`config.mk`:
```
export PLATFORM = sky130hd
export DESIGN_NAME = sine_freq_meter_flat
export DESIGN_NICKNAME = d
export VERILOG_FILES = /design/src/rtl/sine_freq_meter_if.sv /design/src/rtl/sine_freq_meter.sv /design/src/flat_wrapper.sv
export SDC_FILE = /design/constraint.sdc
export NUM_CORES = 1
export LEC_CHECK = 0
export ABC_AREA = 1
export CORE_UTILIZATION = 57
export DETAILED_ROUTE_END_ITERATION = 12
export PLACE_DENSITY = 0.81
export SLEW_MARGIN = 20
export SYNTH_ARGS = -nofsm -noshare
export SYNTH_HDL_FRONTEND = slang
export SYNTH_SLANG_ARGS = --single-unit
```
`constraint.sdc`:
```
create_clock -name clk -period 2.65 [get_ports clk]
set_input_delay 0.53 -clock clk [delete_from_list [all_inputs] [get_ports clk]]
set_output_delay 0.53 -clock clk [all_outputs]
set_load 0.01 [all_outputs]
```
`src/rtl/sine_freq_meter_if.sv`:
```
// -----------------------------------------------------------------------------
// sine_freq_meter_if
//   Bundles the sample stream entering the frequency meter and the measurement
//   results leaving it.
//
//   master : the sample source / result consumer (drives in_valid, sine_wav)
//   slave  : the meter itself (drives the measurement outputs)
//
//   Signals
//     in_valid    sine_wav carries a valid sample this cycle
//     sine_wav    signed two's-complement sample, DATA_WIDTH bits
//     period_out  last measured period, in valid samples
//     step_est    recovered phase step, floor(2^ADDR_WIDTH / period)
//     meas_valid  1-cycle pulse, period_out/step_est just updated
//     busy        divider running
//     overrun     1-cycle pulse, crossing dropped because divider was busy
//     timeout     1-cycle pulse, no crossing within 2^CNT_WIDTH-1 samples
// -----------------------------------------------------------------------------
interface sine_freq_meter_if #(
    parameter int DATA_WIDTH = 32,
    parameter int ADDR_WIDTH = 12,
    parameter int CNT_WIDTH  = 16
);
    logic                         in_valid;
    logic signed [DATA_WIDTH-1:0] sine_wav;
    logic [CNT_WIDTH-1:0]         period_out;
    logic [ADDR_WIDTH-1:0]        step_est;
    logic                         meas_valid;
    logic                         busy;
    logic                         overrun;
    logic                         timeout;

    modport master (
        output in_valid,
        output sine_wav,
        input  period_out,
        input  step_est,
        input  meas_valid,
        input  busy,
        input  overrun,
        input  timeout
    );

    modport slave (
        input  in_valid,
        input  sine_wav,
        output period_out,
        output step_est,
        output meas_valid,
        output busy,
        output overrun,
        output timeout
    );
endinterface

```
`src/rtl/sine_freq_meter.sv`:
```
// -----------------------------------------------------------------------------
// sine_freq_meter
//   Receive-side counterpart of sine_gen. Watches a signed sample stream,
//   counts valid samples between rising zero crossings and converts that
//   period back into the phase step that produced it:
//       step_est = floor(2^ADDR_WIDTH / period)
//   The division is a restoring divider producing one quotient bit per clock.
//
//   Ports
//     clk      system clock, rising edge
//     rst_n    asynchronous active-low reset, released synchronously upstream
//     bus      sine_freq_meter_if.slave
//                in : in_valid, sine_wav
//                out: period_out, step_est, meas_valid, busy, overrun, timeout
//
//   Optional feature
//     SINE_FREQ_METER_HYST_EN : when defined, the "negative" flag behaves as a
//     Schmitt trigger: it sets only when a sample is below -HYST and clears
//     only on a crossing. The HYST parameter exists only in that build.
// -----------------------------------------------------------------------------
module sine_freq_meter #(
    parameter int DATA_WIDTH = 32,
    parameter int ADDR_WIDTH = 12,
    parameter int CNT_WIDTH  = 16
`ifdef SINE_FREQ_METER_HYST_EN
    ,
    parameter int HYST       = 0
`endif
) (
    input  logic              clk,
    input  logic              rst_n,
    sine_freq_meter_if.slave  bus
);

    typedef enum logic [1:0] {
        IDLE    = 2'd0,
        MEASURE = 2'd1,
        DIVIDE  = 2'd2
    } state_e;

    // Divider needs ADDR_WIDTH+1 shift steps; the extra count value 0 is the
    // result-publish cycle.
    localparam int DCW = $clog2(ADDR_WIDTH + 2);
    localparam logic [DCW-1:0]        DivSteps = DCW'(ADDR_WIDTH + 1);
    localparam logic [CNT_WIDTH-1:0]  CntMax   = '1;
    localparam logic signed [DATA_WIDTH-1:0] Zero = '0;
`ifdef SINE_FREQ_METER_HYST_EN
    localparam logic signed [DATA_WIDTH-1:0] NegThr = DATA_WIDTH'(-HYST);
`endif

    // One restoring-division step: shift the next dividend bit into the
    // partial remainder and subtract the divisor if it fits.
    // Returns {quotient_bit, new_remainder}. The remainder is always below the
    // divisor, so the subtraction result fits in CNT_WIDTH bits.
    function automatic logic [CNT_WIDTH:0] div_step(
        input logic [CNT_WIDTH-1:0] rem,
        input logic [CNT_WIDTH-1:0] divisor,
        input logic                 dvd_bit
    );
        logic [CNT_WIDTH:0] trial;
        trial = {rem, dvd_bit};
        if (trial >= {1'b0, divisor})
            div_step = {1'b1, trial[CNT_WIDTH-1:0] - divisor};
        else
            div_step = {1'b0, trial[CNT_WIDTH-1:0]};
    endfunction

    state_e                 state_q,   state_d;
    logic                   neg_q,     neg_d;
    logic [CNT_WIDTH-1:0]   cnt_q,     cnt_d;
    logic [CNT_WIDTH-1:0]   per_q,     per_d;      // period latched for the divider
    logic [CNT_WIDTH-1:0]   rem_q,     rem_d;
    // Quotient is ADDR_WIDTH+1 bits long, but for period >= 2 its top bit is
    // always 0, so only the low ADDR_WIDTH bits are kept: the top bit simply
    // shifts out of the register.
    logic [ADDR_WIDTH-1:0]  quo_q,     quo_d;
    logic [DCW-1:0]         div_cnt_q, div_cnt_d;
    logic [CNT_WIDTH-1:0]   period_q,  period_d;
    logic [ADDR_WIDTH-1:0]  step_q,    step_d;
    logic                   meas_q,    meas_d;
    logic                   overrun_q, overrun_d;
    logic                   timeout_q, timeout_d;

    logic                   sample_neg;
    logic                   xing;
    logic                   tmo;
    logic [CNT_WIDTH:0]     step_res;

    // Signed compare against zero is the sign bit, but uses the full sample.
    assign sample_neg = (bus.sine_wav < Zero);

    // Rising crossing: previous valid sample was negative, this one is not.
    assign xing = bus.in_valid && neg_q && !sample_neg;

    // A crossing on the limit count is a legal period, so it beats timeout.
    assign tmo  = bus.in_valid && !xing && (state_q != IDLE) && (cnt_q == CntMax);

    // The dividend is 2^ADDR_WIDTH: its only 1 bit enters on the first step.
    assign step_res = div_step(rem_q, per_q, div_cnt_q == DivSteps);

    always_comb begin
        state_d   = state_q;
        neg_d     = neg_q;
        cnt_d     = cnt_q;
        per_d     = per_q;
        rem_d     = rem_q;
        quo_d     = quo_q;
        div_cnt_d = div_cnt_q;
        period_d  = period_q;
        step_d    = step_q;
        meas_d    = 1'b0;
        overrun_d = 1'b0;
        timeout_d = 1'b0;

        // Negative-half tracking; invalid cycles leave it untouched.
        if (bus.in_valid) begin
`ifdef SINE_FREQ_METER_HYST_EN
            if (xing)
                neg_d = 1'b0;
            else if (bus.sine_wav < NegThr)
                neg_d = 1'b1;
`else
            neg_d = sample_neg;
`endif
        end

        // Period counter runs regardless of divider activity so that a
        // crossing dropped as an overrun still restarts the count.
        if (xing)
            cnt_d = {{(CNT_WIDTH-1){1'b0}}, 1'b1};
        else if (tmo)
            cnt_d = '0;
        else if (state_q == IDLE)
            cnt_d = '0;
        else if (bus.in_valid)
            cnt_d = cnt_q + 1'b1;

        timeout_d = tmo;

        unique case (state_q)
            IDLE: begin
                // First crossing only arms the measurement.
                if (xing)
                    state_d = MEASURE;
            end

            MEASURE: begin
                if (tmo) begin
                    state_d = IDLE;
                end else if (xing) begin
                    per_d     = cnt_q;
                    rem_d     = '0;
                    quo_d     = '0;
                    div_cnt_d = DivSteps;
                    state_d   = DIVIDE;
                end
            end

            DIVIDE: begin
                if (xing)
                    overrun_d = 1'b1;

                if (tmo) begin
                    // Abort the division; results keep their previous values.
                    state_d = IDLE;
                end else if (div_cnt_q != '0) begin
                    rem_d     = step_res[CNT_WIDTH-1:0];
                    quo_d     = {quo_q[ADDR_WIDTH-2:0], step_res[CNT_WIDTH]};
                    div_cnt_d = div_cnt_q - 1'b1;
                end else begin
                    step_d   = quo_q;
                    period_d = per_q;
                    meas_d   = 1'b1;
                    state_d  = MEASURE;
                end
            end

            default: state_d = IDLE;
        endcase
    end

    always_ff @(posedge clk or negedge rst_n) begin
        if (!rst_n) begin
            state_q   <= IDLE;
            neg_q     <= 1'b0;
            cnt_q     <= '0;
            per_q     <= '0;
            rem_q     <= '0;
            quo_q     <= '0;
            div_cnt_q <= '0;
            period_q  <= '0;
            step_q    <= '0;
            meas_q    <= 1'b0;
            overrun_q <= 1'b0;
            timeout_q <= 1'b0;
        end else begin
            state_q   <= state_d;
            neg_q     <= neg_d;
            cnt_q     <= cnt_d;
            per_q     <= per_d;
            rem_q     <= rem_d;
            quo_q     <= quo_d;
            div_cnt_q <= div_cnt_d;
            period_q  <= period_d;
            step_q    <= step_d;
            meas_q    <= meas_d;
            overrun_q <= overrun_d;
            timeout_q <= timeout_d;
        end
    end

    assign bus.period_out = period_q;
    assign bus.step_est   = step_q;
    assign bus.meas_valid = meas_q;
    assign bus.busy       = (state_q == DIVIDE);
    assign bus.overrun    = overrun_q;
    assign bus.timeout    = timeout_q;

endmodule
```
`src/flat_wrapper.sv`:
```
// flat-port wrapper written by rule: the top's interface ports become plain ports
module sine_freq_meter_flat 
#(
    parameter int DATA_WIDTH = 32,
    parameter int ADDR_WIDTH = 12,
    parameter int CNT_WIDTH  = 16

)
  (clk, rst_n, bus_in_valid, bus_sine_wav, bus_period_out, bus_step_est, bus_meas_valid, bus_busy, bus_overrun, bus_timeout);
  sine_freq_meter_if #(.DATA_WIDTH(DATA_WIDTH), .ADDR_WIDTH(ADDR_WIDTH), .CNT_WIDTH(CNT_WIDTH)) bus_i ();
  input  logic clk;
  input  logic rst_n;
  input wire logic [$bits(bus_i.in_valid)-1:0] bus_in_valid;
  input wire logic [$bits(bus_i.sine_wav)-1:0] bus_sine_wav;
  output wire logic [$bits(bus_i.period_out)-1:0] bus_period_out;
  output wire logic [$bits(bus_i.step_est)-1:0] bus_step_est;
  output wire logic [$bits(bus_i.meas_valid)-1:0] bus_meas_valid;
  output wire logic [$bits(bus_i.busy)-1:0] bus_busy;
  output wire logic [$bits(bus_i.overrun)-1:0] bus_overrun;
  output wire logic [$bits(bus_i.timeout)-1:0] bus_timeout;
  assign bus_i.in_valid = bus_in_valid;
  assign bus_i.sine_wav = bus_sine_wav;
  assign bus_period_out = bus_i.period_out;
  assign bus_step_est = bus_i.step_est;
  assign bus_meas_valid = bus_i.meas_valid;
  assign bus_busy = bus_i.busy;
  assign bus_overrun = bus_i.overrun;
  assign bus_timeout = bus_i.timeout;
  sine_freq_meter #(.DATA_WIDTH(DATA_WIDTH), .ADDR_WIDTH(ADDR_WIDTH), .CNT_WIDTH(CNT_WIDTH)) u_core (.clk(clk), .rst_n(rst_n), .bus(bus_i));
endmodule
```
==> results.yml <==
flow_run:
  maxCapViolCount: 0
timing:
  fmax_mhz: 412.8
  tns_ns: 0
  report.final.hold_viol_count: 0
  finalCritPeriodShare: 0.9140
  tightest_slew_ns: 0.4328
  finalSetupViolCount: 0
  finalCriticalPeriod_ns: 2.422
  slew_headroom: 0.7088
  fin_skew_ns: 0.01936
  holdWs_ns: 0.07422
  slew_viol_final: 0
  layout_setup_ws_ns: 0.2278
  rsz0062_at_grt: "no"
floorplan:
  row_count: 35
  io_pins: 67
  dieArea_um2: 10310
  core_area_um2: 9415
  fp.dieH_um: 101.5
  die_w_um: 101.5
  start_util: 0.5996
global_routing:
  grt_usage: 0.2711
  grt_pass1_vias: 4662
  grt_max_degree: 55
  grt-ovfl-total: 0
  grt_pass1_wl_um: 21600
  antenna_found_initial: 0
detailed_routing:
  routed_wirelength_um: 12690
  drc: 0
  viasPerCell: 5.306
  routed-via-count: 4860
  drtIter0Drc: 316
  ant_nets: 0
  wl_per_cell_um: 13.85
  first_pass_iters: 4
clock_tree:
  cts_max_level: 3
  clock-root-buffer: "clkbuf_8"
  cts_buffers: 9
  cts_tree: "done"
  cts.clk_slew.worst_paths_ns: 0.11
  post_cts_buffers: 0
  ctsHoldBuffers: 0
  clk_latency_ns: 0.38
  post_cts_resized: 1
  cts.sink_count: 98
  clk_path_buf_depth: 2
placed_design:
  dp_hpwl_um: 9323
  gp_congestion: 0.9557
  place_ws_ns: -0.004230
  port_buffers: 35
  dpl_cell_area_um2: 6151
final_layout:
  nets: 842
  antenna-diode-count: 0
  drive_gt1_frac: 0.07370
  nFillCells: 773
  area_delta_synth_final_pct: 12.97
  final_area_um2: 6377
setup_path:
  critPathMaxFanout: 17
  r2r_cells: 14
  crit_arrival_ns: 2.71
  reg2reg_slack_ns: 0.23
  crit_required_ns: 2.93
  cp-end-kind: "register"
  startpoint_type: "register"
  r2r-start: "u_core.div_cnt_q[1]$_DFFE_PN0P_"
  worstSetupPathType: "register to register"
  r2r_end: "u_core.rem_q[13]$_DFFE_PN0P_"
synthesis:
  yosys.area.top_type_share: 0.4344
  synthArstFlopShare: 1.000
  syn_nets: 804
  synth.distinct_cells: 39
  synthTopCellsByArea: "dfrtp_1, nand2_1, nand3_1"
  synth-edff-count: 0
  ys.flop_type: "dfrtp_1"
  synth.cell_area_um2: 5645
  syn_avg_cell_area_um2: 7.588
  synth_common_cells: "nand2_1, dfrtp_1, inv_1"
  ys_seq_area_frac: 0.4344
  yosys.area.top_type: "dfrtp_1"
  syn_inst: 744
  synth-seq-cells: 98
  yosysMostFrequentCell: "nand2_1"
  synth_warnings: 0
pwr:
  ir_worst_vdd_v: 0.0007020
  p_per_area_nw_per_um2: 1265
  p_leak_nw: 3.332
run_status:
  status: "finished clean"
min_path:
  hold_class: "input port to asynchronous set/reset pin"
## state kept, by name, summed over array words and instances (netlist names), 2 cells and up
signal and cells:
u_core.bus.period_out 16, u_core.bus.step_est 12, u_core.cnt_q 16, u_core.div_cnt_q 4, u_core.per_q 16, u_core.quo_q 12
u_core.rem_q 16, u_core.state_q 2
## layout by cell type (no fill, tap or decap), types with 2 or more instances in the layout
cell type	netlist	final
nand3_1	76	76
nand2_2	7	7
clkdlybuf4s50_1	0	34
o21ai_0	32	32
buf_12	0	2
ha_1	24	24
nor2_1	41	41
nand4_1	10	10
clkinv_4	0	2
nand3_2	3	3
nor2_4	1	2
o21bai_1	2	2
nor2_2	8	7
xor2_1	7	7
inv_1	83	83
xnor2_1	6	6
inv_2	2	2
nor3b_1	3	3
or2_2	2	2
nand3b_1	11	11
nor3_1	7	7
dfrtp_1	98	98
o21ai_1	5	5
o21a_1	15	15
buf_4	2	14
a21oi_1	10	10
clkbuf_8	0	10
nand2_1	257	257
## worst max-delay path by stage
| stage | start | end | slack [ns] |
|---|---|---|---|
| floorplan | u_core.div_cnt_q[1]$_DFFE_PN0P_ | u_core.rem_q[14]$_DFFE_PN0P_ | 0.55 |
| finish | u_core.div_cnt_q[1]$_DFFE_PN0P_ | u_core.rem_q[13]$_DFFE_PN0P_ | 0.23 |
| CTS | u_core.div_cnt_q[1]$_DFFE_PN0P_ | u_core.rem_q[13]$_DFFE_PN0P_ | 0.24 |
| global route | u_core.div_cnt_q[1]$_DFFE_PN0P_ | u_core.rem_q[13]$_DFFE_PN0P_ | 0.003 |
| detailed placement | u_core.div_cnt_q[1]$_DFFE_PN0P_ | u_core.rem_q[13]$_DFFE_PN0P_ | -0.004 |
| global placement | u_core.div_cnt_q[1]$_DFFE_PN0P_ | u_core.rem_q[13]$_DFFE_PN0P_ | 0.03 |
## per-layer routing
layer | wire (µm) | part of all wire | vias up | global-route usage
met5 | 0 | 0 | - | 0
met4 | 165 | 0.013 | 0 | 0.07581
met3 | 538 | 0.042 | 17 | 0.04279
met2 | 6077 | 0.48 | 114 | 0.4553
met1 | 5904 | 0.47 | 2290 | 0.3654
li1 | - | - | 2439 | -
## metrics by stage
step | util | power (mW) | instances
floorplan | - | 5.777 | 744
global placement | 0.6533 | 6.846 | 900
detailed placement | 0.6533 | 6.984 | 900
CTS | 0.6773 | 8.058 | 916
global route | 0.6773 | 8.814 | 916
finish | 0.6773 | 8.067 | 916
## critical path, stage by stage (launching register included)
cell and delay [ns]:
dfrtp_1 0.39, inv_1 0.08, ha_1 0.14, nand3_1 0.11, ha_1 0.33, nand2_1 0.07
nor2_1 0.05, nand3_1 0.07, nor2_1 0.06, nor2_4 0.36, nand2_2 0.34, nand2_2 0.16
nand2_1 0.06, nand2_1 0.05, nand2_1 0.06
## layout make-up
class	instances	area (µm²)	share of cell area
clock buffers	10	137.6	0.02158
clock inverters	6	83.83	0.01314
inverters	85	319.1	0.05003
multi-input cells	538	2738	0.4293
flip-flops and latches	98	2452	0.3845
well taps	129	161.4	0.02531
repair buffers	50	485.5	0.07612
## kinds of logic after synthesis
family,after synthesis,synth area share
xor gates and xnor gates,13,0.02017
buffers and inverters,108,0.08156
DFF,98,0.4344
and+or+nand+nor,433,0.3391
AOI/OAI and AO/OA,67,0.06804
adders and majority gates,25,0.05674
## where the power goes
group | internal [mW] | total [mW] | switching (mW) | leakage (nW)
combinational | 1.77 | 4.95 | 3.18 | 1.89
clock | 0.483 | 1.05 | 0.567 | 0.112
sequential | 1.85 | 2.06 | 0.217 | 1.33
No activity file was read; power rests on OpenSTA's default activity.
